`src/rtl/fp_mul_pkg.sv`:
```
// Shared constants and types for the binary32 multiplier normalize/round stage.
// Widths are fixed to single precision.
package fp_mul_pkg;

    localparam int unsigned BIAS    = 127;
    localparam int unsigned EXP_MAX = 255;
    localparam int unsigned MANT_W  = 24;
    localparam int unsigned PROD_W  = 48;
    localparam int unsigned EXPS_W  = 10;

    localparam logic [31:0] QNAN = 32'h7FC0_0000;

    typedef logic signed [EXPS_W-1:0] exps_t;

    typedef struct packed {
        logic overflow;
        logic underflow;
        logic inexact;
        logic invalid;
    } flags_t;

    typedef enum logic [2:0] {
        SEL_NORM,
        SEL_QNAN,
        SEL_INF,
        SEL_ZERO,
        SEL_OVF,
        SEL_UNF
    } sel_e;

endpackage

```
`src/rtl/fp_mul_norm_round_if.sv`:
```
// Operation/result handshake bundle for fp_mul_norm_round.
// master drives operations and out_ready; slave is the pipeline stage.
interface fp_mul_norm_round_if;
    import fp_mul_pkg::*;

    logic                in_valid;
    logic                in_ready;
    logic                in_sign;
    logic [EXPS_W-1:0]   in_exp;
    logic [PROD_W-1:0]   in_prod;
    logic                in_zero;
    logic                in_inf;
    logic                in_nan;

    logic                out_valid;
    logic                out_ready;
    logic [31:0]         out_result;
    logic                out_overflow;
    logic                out_underflow;
    logic                out_inexact;
    logic                out_invalid;

    modport master (
        output in_valid, in_sign, in_exp, in_prod, in_zero, in_inf, in_nan,
        output out_ready,
        input  in_ready,
        input  out_valid, out_result, out_overflow, out_underflow,
        input  out_inexact, out_invalid
    );

    modport slave (
        input  in_valid, in_sign, in_exp, in_prod, in_zero, in_inf, in_nan,
        input  out_ready,
        output in_ready,
        output out_valid, out_result, out_overflow, out_underflow,
        output out_inexact, out_invalid
    );

endinterface

```
`src/rtl/fp_round_rne.sv`:
```
// Round-to-nearest-even on a normalized 24-bit significand.
// A carry out of the significand renormalizes to 1.0 and bumps the exponent.
module fp_round_rne
    import fp_mul_pkg::*;
(
    input  logic [MANT_W-1:0] mant,
    input  logic              guard,
    input  logic              sticky,
    input  exps_t             exp,
    output logic [MANT_W-1:0] mant_r,
    output exps_t             exp_r,
    output logic              inexact
);

    logic            round_up;
    logic [MANT_W:0] sum;

    always_comb begin
        round_up = guard & (sticky | mant[0]);
        sum      = {1'b0, mant} + {{MANT_W{1'b0}}, round_up};
        if (sum[MANT_W]) begin
            mant_r = sum[MANT_W:1];
            exp_r  = exp + exps_t'(1);
        end else begin
            mant_r = sum[MANT_W-1:0];
            exp_r  = exp;
        end
        inexact = guard | sticky;
    end

endmodule

```
`src/rtl/fp_mul_norm_round.sv`:
```
// Two-stage normalize / round-and-pack pipeline for the binary32 multiplier.
// S1 registers the normalized significand; S2 rounds, applies specials and packs.
module fp_mul_norm_round
    import fp_mul_pkg::*;
(
    input  logic                CLK,
    input  logic                RST,
    fp_mul_norm_round_if.slave  bus
);

    logic s1_valid;
    logic s2_valid;
    logic s1_adv;
    logic s2_adv;

    logic              s1_sign;
    logic              s1_zero;
    logic              s1_inf;
    logic              s1_nan;
    logic [MANT_W-1:0] s1_mant;
    logic              s1_guard;
    logic              s1_sticky;
    exps_t             s1_exp;

    logic [MANT_W-1:0] n_mant;
    logic              n_guard;
    logic              n_sticky;
    exps_t             n_exp;

    logic [MANT_W-1:0] r_mant;
    exps_t             r_exp;
    logic              r_inexact;
    logic              unused_mant_msb;

    sel_e              sel;
    logic [31:0]       nxt_result;
    flags_t            nxt_flags;
    logic [31:0]       out_result_q;
    flags_t            out_flags_q;

    assign s2_adv       = ~s2_valid | bus.out_ready;
    assign s1_adv       = ~s1_valid | s2_adv;
    assign bus.in_ready = s1_adv;

    always_comb begin
        if (bus.in_prod[47]) begin
            n_mant   = bus.in_prod[47:24];
            n_guard  = bus.in_prod[23];
            n_sticky = |bus.in_prod[22:0];
            n_exp    = exps_t'(bus.in_exp) + exps_t'(1);
        end else begin
            n_mant   = bus.in_prod[46:23];
            n_guard  = bus.in_prod[22];
            n_sticky = |bus.in_prod[21:0];
            n_exp    = exps_t'(bus.in_exp);
        end
    end

    always_ff @(posedge CLK) begin
        if (RST) begin
            s1_valid <= 1'b0;
        end else if (s1_adv) begin
            s1_valid <= bus.in_valid;
        end
    end

    always_ff @(posedge CLK) begin
        if (s1_adv && bus.in_valid) begin
            s1_sign   <= bus.in_sign;
            s1_zero   <= bus.in_zero;
            s1_inf    <= bus.in_inf;
            s1_nan    <= bus.in_nan;
            s1_mant   <= n_mant;
            s1_guard  <= n_guard;
            s1_sticky <= n_sticky;
            s1_exp    <= n_exp;
        end
    end

    fp_round_rne u_round (
        .mant    (s1_mant),
        .guard   (s1_guard),
        .sticky  (s1_sticky),
        .exp     (s1_exp),
        .mant_r  (r_mant),
        .exp_r   (r_exp),
        .inexact (r_inexact)
    );

    // The hidden bit is implied in the packed format.
    assign unused_mant_msb = r_mant[MANT_W-1];

    // Overflow/underflow are judged on the post-rounding exponent.
    always_comb begin
        sel = SEL_NORM;
        if (s1_nan || (s1_inf && s1_zero)) begin
            sel = SEL_QNAN;
        end else if (s1_inf) begin
            sel = SEL_INF;
        end else if (s1_zero) begin
            sel = SEL_ZERO;
        end else if (r_exp >= exps_t'(EXP_MAX)) begin
            sel = SEL_OVF;
        end else if (r_exp <= exps_t'(0)) begin
            sel = SEL_UNF;
        end

        nxt_result        = {s1_sign, r_exp[7:0], r_mant[MANT_W-2:0]};
        nxt_flags         = '0;
        nxt_flags.inexact = r_inexact;
        case (sel)
            SEL_QNAN: begin
                nxt_result        = QNAN;
                nxt_flags         = '0;
                nxt_flags.invalid = s1_inf & s1_zero;
            end
            SEL_INF: begin
                nxt_result = {s1_sign, 8'hFF, 23'h0};
                nxt_flags  = '0;
            end
            SEL_ZERO: begin
                nxt_result = {s1_sign, 31'h0};
                nxt_flags  = '0;
            end
            SEL_OVF: begin
                nxt_result         = {s1_sign, 8'hFF, 23'h0};
                nxt_flags          = '0;
                nxt_flags.overflow = 1'b1;
                nxt_flags.inexact  = 1'b1;
            end
            SEL_UNF: begin
                nxt_result          = {s1_sign, 31'h0};
                nxt_flags           = '0;
                nxt_flags.underflow = 1'b1;
                nxt_flags.inexact   = 1'b1;
            end
            default: ;
        endcase
    end

    always_ff @(posedge CLK) begin
        if (RST) begin
            s2_valid     <= 1'b0;
            out_result_q <= '0;
            out_flags_q  <= '0;
        end else if (s2_adv) begin
            s2_valid <= s1_valid;
            if (s1_valid) begin
                out_result_q <= nxt_result;
                out_flags_q  <= nxt_flags;
            end
        end
    end

    assign bus.out_valid     = s2_valid;
    assign bus.out_result    = out_result_q;
    assign bus.out_overflow  = out_flags_q.overflow;
    assign bus.out_underflow = out_flags_q.underflow;
    assign bus.out_inexact   = out_flags_q.inexact;
    assign bus.out_invalid   = out_flags_q.invalid;

endmodule

```
`src/flat_wrapper.sv`:
```
// flat-port wrapper written by rule: the top's interface ports become plain ports
module fp_mul_norm_round_flat import fp_mul_pkg::*;
  (CLK, RST, bus_in_valid, bus_in_sign, bus_in_exp, bus_in_prod, bus_in_zero, bus_in_inf, bus_in_nan, bus_out_ready, bus_in_ready, bus_out_valid, bus_out_result, bus_out_overflow, bus_out_underflow, bus_out_inexact, bus_out_invalid);
  fp_mul_norm_round_if bus_i ();
  input  logic CLK;
  input  logic RST;
  input wire logic [$bits(bus_i.in_valid)-1:0] bus_in_valid;
  input wire logic [$bits(bus_i.in_sign)-1:0] bus_in_sign;
  input wire logic [$bits(bus_i.in_exp)-1:0] bus_in_exp;
  input wire logic [$bits(bus_i.in_prod)-1:0] bus_in_prod;
  input wire logic [$bits(bus_i.in_zero)-1:0] bus_in_zero;
  input wire logic [$bits(bus_i.in_inf)-1:0] bus_in_inf;
  input wire logic [$bits(bus_i.in_nan)-1:0] bus_in_nan;
  input wire logic [$bits(bus_i.out_ready)-1:0] bus_out_ready;
  output wire logic [$bits(bus_i.in_ready)-1:0] bus_in_ready;
  output wire logic [$bits(bus_i.out_valid)-1:0] bus_out_valid;
  output wire logic [$bits(bus_i.out_result)-1:0] bus_out_result;
  output wire logic [$bits(bus_i.out_overflow)-1:0] bus_out_overflow;
  output wire logic [$bits(bus_i.out_underflow)-1:0] bus_out_underflow;
  output wire logic [$bits(bus_i.out_inexact)-1:0] bus_out_inexact;
  output wire logic [$bits(bus_i.out_invalid)-1:0] bus_out_invalid;
  assign bus_i.in_valid = bus_in_valid;
  assign bus_i.in_sign = bus_in_sign;
  assign bus_i.in_exp = bus_in_exp;
  assign bus_i.in_prod = bus_in_prod;
  assign bus_i.in_zero = bus_in_zero;
  assign bus_i.in_inf = bus_in_inf;
  assign bus_i.in_nan = bus_in_nan;
  assign bus_i.out_ready = bus_out_ready;
  assign bus_in_ready = bus_i.in_ready;
  assign bus_out_valid = bus_i.out_valid;
  assign bus_out_result = bus_i.out_result;
  assign bus_out_overflow = bus_i.out_overflow;
  assign bus_out_underflow = bus_i.out_underflow;
  assign bus_out_inexact = bus_i.out_inexact;
  assign bus_out_invalid = bus_i.out_invalid;
  fp_mul_norm_round u_core (.CLK(CLK), .RST(RST), .bus(bus_i));
endmodule
```
`config.mk`:
```
export PLATFORM = sky130hd
export DESIGN_NAME = fp_mul_norm_round_flat
export DESIGN_NICKNAME = d
export VERILOG_FILES = /design/src/rtl/fp_mul_pkg.sv /design/src/rtl/fp_mul_norm_round_if.sv /design/src/rtl/fp_round_rne.sv /design/src/rtl/fp_mul_norm_round.sv /design/src/flat_wrapper.sv
export SDC_FILE = /design/constraint.sdc
export NUM_CORES = 1
export LEC_CHECK = 0
export CORE_MARGIN = 4
export CORE_UTILIZATION = 49
export DETAILED_ROUTE_END_ITERATION = 7
export PLACE_DENSITY = 0.87
export SYNTH_ARGS = -nofsm -noshare
export SYNTH_HDL_FRONTEND = slang
export SYNTH_SLANG_ARGS = --single-unit
```
`constraint.sdc`:
```
create_clock -name CLK -period 3.4 [get_ports CLK]
set_input_delay 0.51 -clock CLK [delete_from_list [all_inputs] [get_ports CLK]]
set_output_delay 0.51 -clock CLK [all_outputs]
set_load 0.005 [all_outputs]
```
==> key figures <==
Detailed routing
  – Total Wirelength: 10590 um
  – Routed via count: roughly 3600
  – 1st-iter DRT viols: ~180
  – DR WL/cell: around 17 um
  – Vias per inst: between 5 and 6
  – # DRC: 0
  – Length of the first detailed-routing pass in iterations: 5
  – Remaining antenna violation count: 0

Global route
  – Most used routing layer: met2
  – Vias in the first global route: about 3500
  – Initial antenna violation count: 0
  – GRT Resource Usage Total: between 20% and 30%
  – First-pass GRT wire length: between 15000 and 20000 um
  – Met3 Resource Use GR: about 3.2%
  – Pin count of the biggest net entering global routing: slightly above 40
  – M1 GR Usage: 25.56%
  – GRT Residual Overflow: 0
  – GR Layer Usage met2: ~39%

Placed design
  – Global placer's final weighted congestion: between 0.8 and 0.9
  – Setup WS pre-CTS: 37.99 ps
  – Detailed placer's ending HPWL: a little under 8000 um
  – Placement-stage cell area: around 5400 um2
  – IO buf count: 103

STA
  – Worst setup margin: around 180 ps
  – Worst Skew: between 10 and 15 ps
  – FMAX: 310.3 MHz
  – Worst slew pin tran: slightly below 1000 ps
  – Worst rel slew slack: a little over a third
  – Post-layout min period: 3223 ps
  – Max-slew violation count: 0
  – Setup-failing EPs final: 0
  – Final TNS setup: 0 ps
  – Final hold vios: 0
  – Unrepaired setup endpoints after global routing: false
  – Period utilization: a little over nine tenths

Logic synthesis
  – EDFF count, synth: 40
  – Top FF cell, synth: edfxtp_1
  – Synth unique cells: 55
  – Seq/Total Area, Yosys: between 40% and 50%
  – Post-synth top area share: a little under 30%
  – Library cell with the largest summed area after synthesis: edfxtp_1
  – Cell Area, Synth: 4116 um2
  – Mapped Cells: 385
  – Syn_nets: around 460
  – Synthesis-stage register bit count: 78
  – YS warnings: 0
  – Async set-reset flop share out of synthesis: 0%
  – Area contributors post-synth: edfxtp_1 (29%), dfxtp_1 (18%), mux2_2 (6.8%)
  – Mapped Avg Cell Area: roughly 11 um2

Floorplan
  – Die width: ~100 um
  – Row cnt: 33
  – Die height: around 100 um
  – IO Pins: about 100
  – Starting Density: 50.35%
  – Total core area: about 8200 um2
  – Die area: between 9000 and 10000 um2

Clock tree
  – CTS buffer count: 9
  – TritonCTS clock tree: built
  – Clk buf depth: 2
  – Root Driver: clkbuf_8
  – H-Tree Depth: 3
  – Clock sinks: 78
  – Reg clk slew, reported paths: 90 ps
  – Clock latency on the worst-skew pair: ~360 ps

Setup path
  – Crit path capture type: register
  – Critical path required time: ~3600 ps
  – Crit-path max FO: 8
  – Startpoint types: register
  – Worst Path Arrival: approximately 3400 ps
  – Crit Path Category: reg2reg

Power and ir drop
  – Sequential share of power: 48.8%
  – P_leak: around 1.9 nW
  – Clock power share: ~37%
  – Max VDD drop: roughly 0.00027 V
  – Total chip power: between 2 and 2.5 mW
  – P_int: around 1.7 mW
  – Combinational Power Share: 14.2%
  – Cell Pwr Density: roughly 390 nW/um2
  – Net Switching: ~0.53 mW
  – Switching share of total power: about a quarter

Cells and area
  – Sequential cell area: approximately 2000 um2
  – Most frequent cells in the layout: clkdlybuf4s50_1 (103), edfxtp_1 (40), dfxtp_1 (38), nor2_1 (36), nand2_1 (33)
  – Final #Nets: between 500 and 600
  – Area growth syn-to-layout: 37.33%
  – Most common cell after layout, fill and taps aside: clkdlybuf4s50_1
  – Layout filler cell count: 603
  – # diodes: 0
  – Combined area of the multi-input logic cells: roughly 2100 um2
  – Design area: between 5000 and 6000 um2
  – Layout cells sized above 1: between 10% and 20%
  – Max FFs per register: 32

Outcome
  – Status: finished, final reports clean

Job
  – Max Cap Viol: 0

Min path
  – Hold crit path type: reg2reg
==> critical path, cell delays in order, from the launching register on <==
cell,delay (ps)
edfxtp_1,430
nand4_1,220
or4_4,600
or4_4,560
buf_4,160
mux2_4,310
nor4_4,350
buf_4,180
o21ba_4,190
a2111oi_1,70
==> worst paths after layout <==
check	start	end	slack [ps]	cells past startpoint
min	u_core.bus.out_overflow	u_core.bus.out_overflow	460	2
max reg2reg	u_core.s1_mant[16]	u_core.bus.out_result[25]	180	9
max	u_core.s1_mant[16]	u_core.bus.out_result[25]	180	9
min reg2reg	u_core.bus.out_overflow	u_core.bus.out_overflow	460	2
==> layout make-up <==
class / instances / area share [%]
Clock buffer: 11 / 2.877
Clock inverter: 5 / 1.394
Inverter: 3 / 0.1992
Multi-Input combinational cell: 285 / 36.94
Sequential cell: 78 / 34.71
Tap cell: 105 / 2.324
Timing Repair Buffer: 128 / 21.56
==> cell families after synthesis <==
family,count (synthesis),share of synthesized area [%]
adders and majority gates,4,1.216
AOI/OAI and AO/OA,65,13.83
and+or+nand+nor,152,19.48
muxes,28,7.690
DFF,78,47.66
buffers and inverters,22,2.462
xor gates and xnor gates,36,7.660
==> stage by stage <==
step | hold WS, ps | utilization [%] | std cells
final | 458.4 | 69.15 | 615
after global routing | 485.4 | 69.15 | 615
after CTS | 458.9 | 68.55 | 613
after detailed placement | 447.7 | 65.60 | 597
after global placement | 437.7 | 65.60 | 597
after floorplan | 441.7 | - | 385
==> per-layer routing <==
layer | part of all wire, % | vias to the layer above
met2 | 52 | 134
met1 | 41 | 1713
met3 | 5.6 | 18
met5 | 0 | -
met4 | 1.7 | 0
li1 | - | 1707
==> power by group through the flow <==
stage,registers (mW),logic (mW),clock network (mW)
final,1.09,0.316,0.822
after global routing,1.09,0.341,0.871
after CTS,1.08,0.308,0.830
after detailed placement,1.11,0.305,0
after global placement,1.10,0.295,0
after floorplan,1.09,0.163,0
==> Yosys cell counts, types with 9 or more instances <==
master,n
nand4_1,14
xor2_1,9
dfxtp_1,38
a21oi_1,10
edfxtp_1,40
xnor2_1,27
a32o_1,18
nand3_1,16
nor2_1,36
mux2_2,25
clkbuf_1,11
nand2_1,33
==> what timing repair did <==
action,in CTS,in global routing
hold buffers,0,0
gates resized for setup,0,6
pin swaps,0,1
endpoints found under the setup margin,1,31
setup buffers,0,2
No activity file was read; power rests on OpenSTA's default activity.
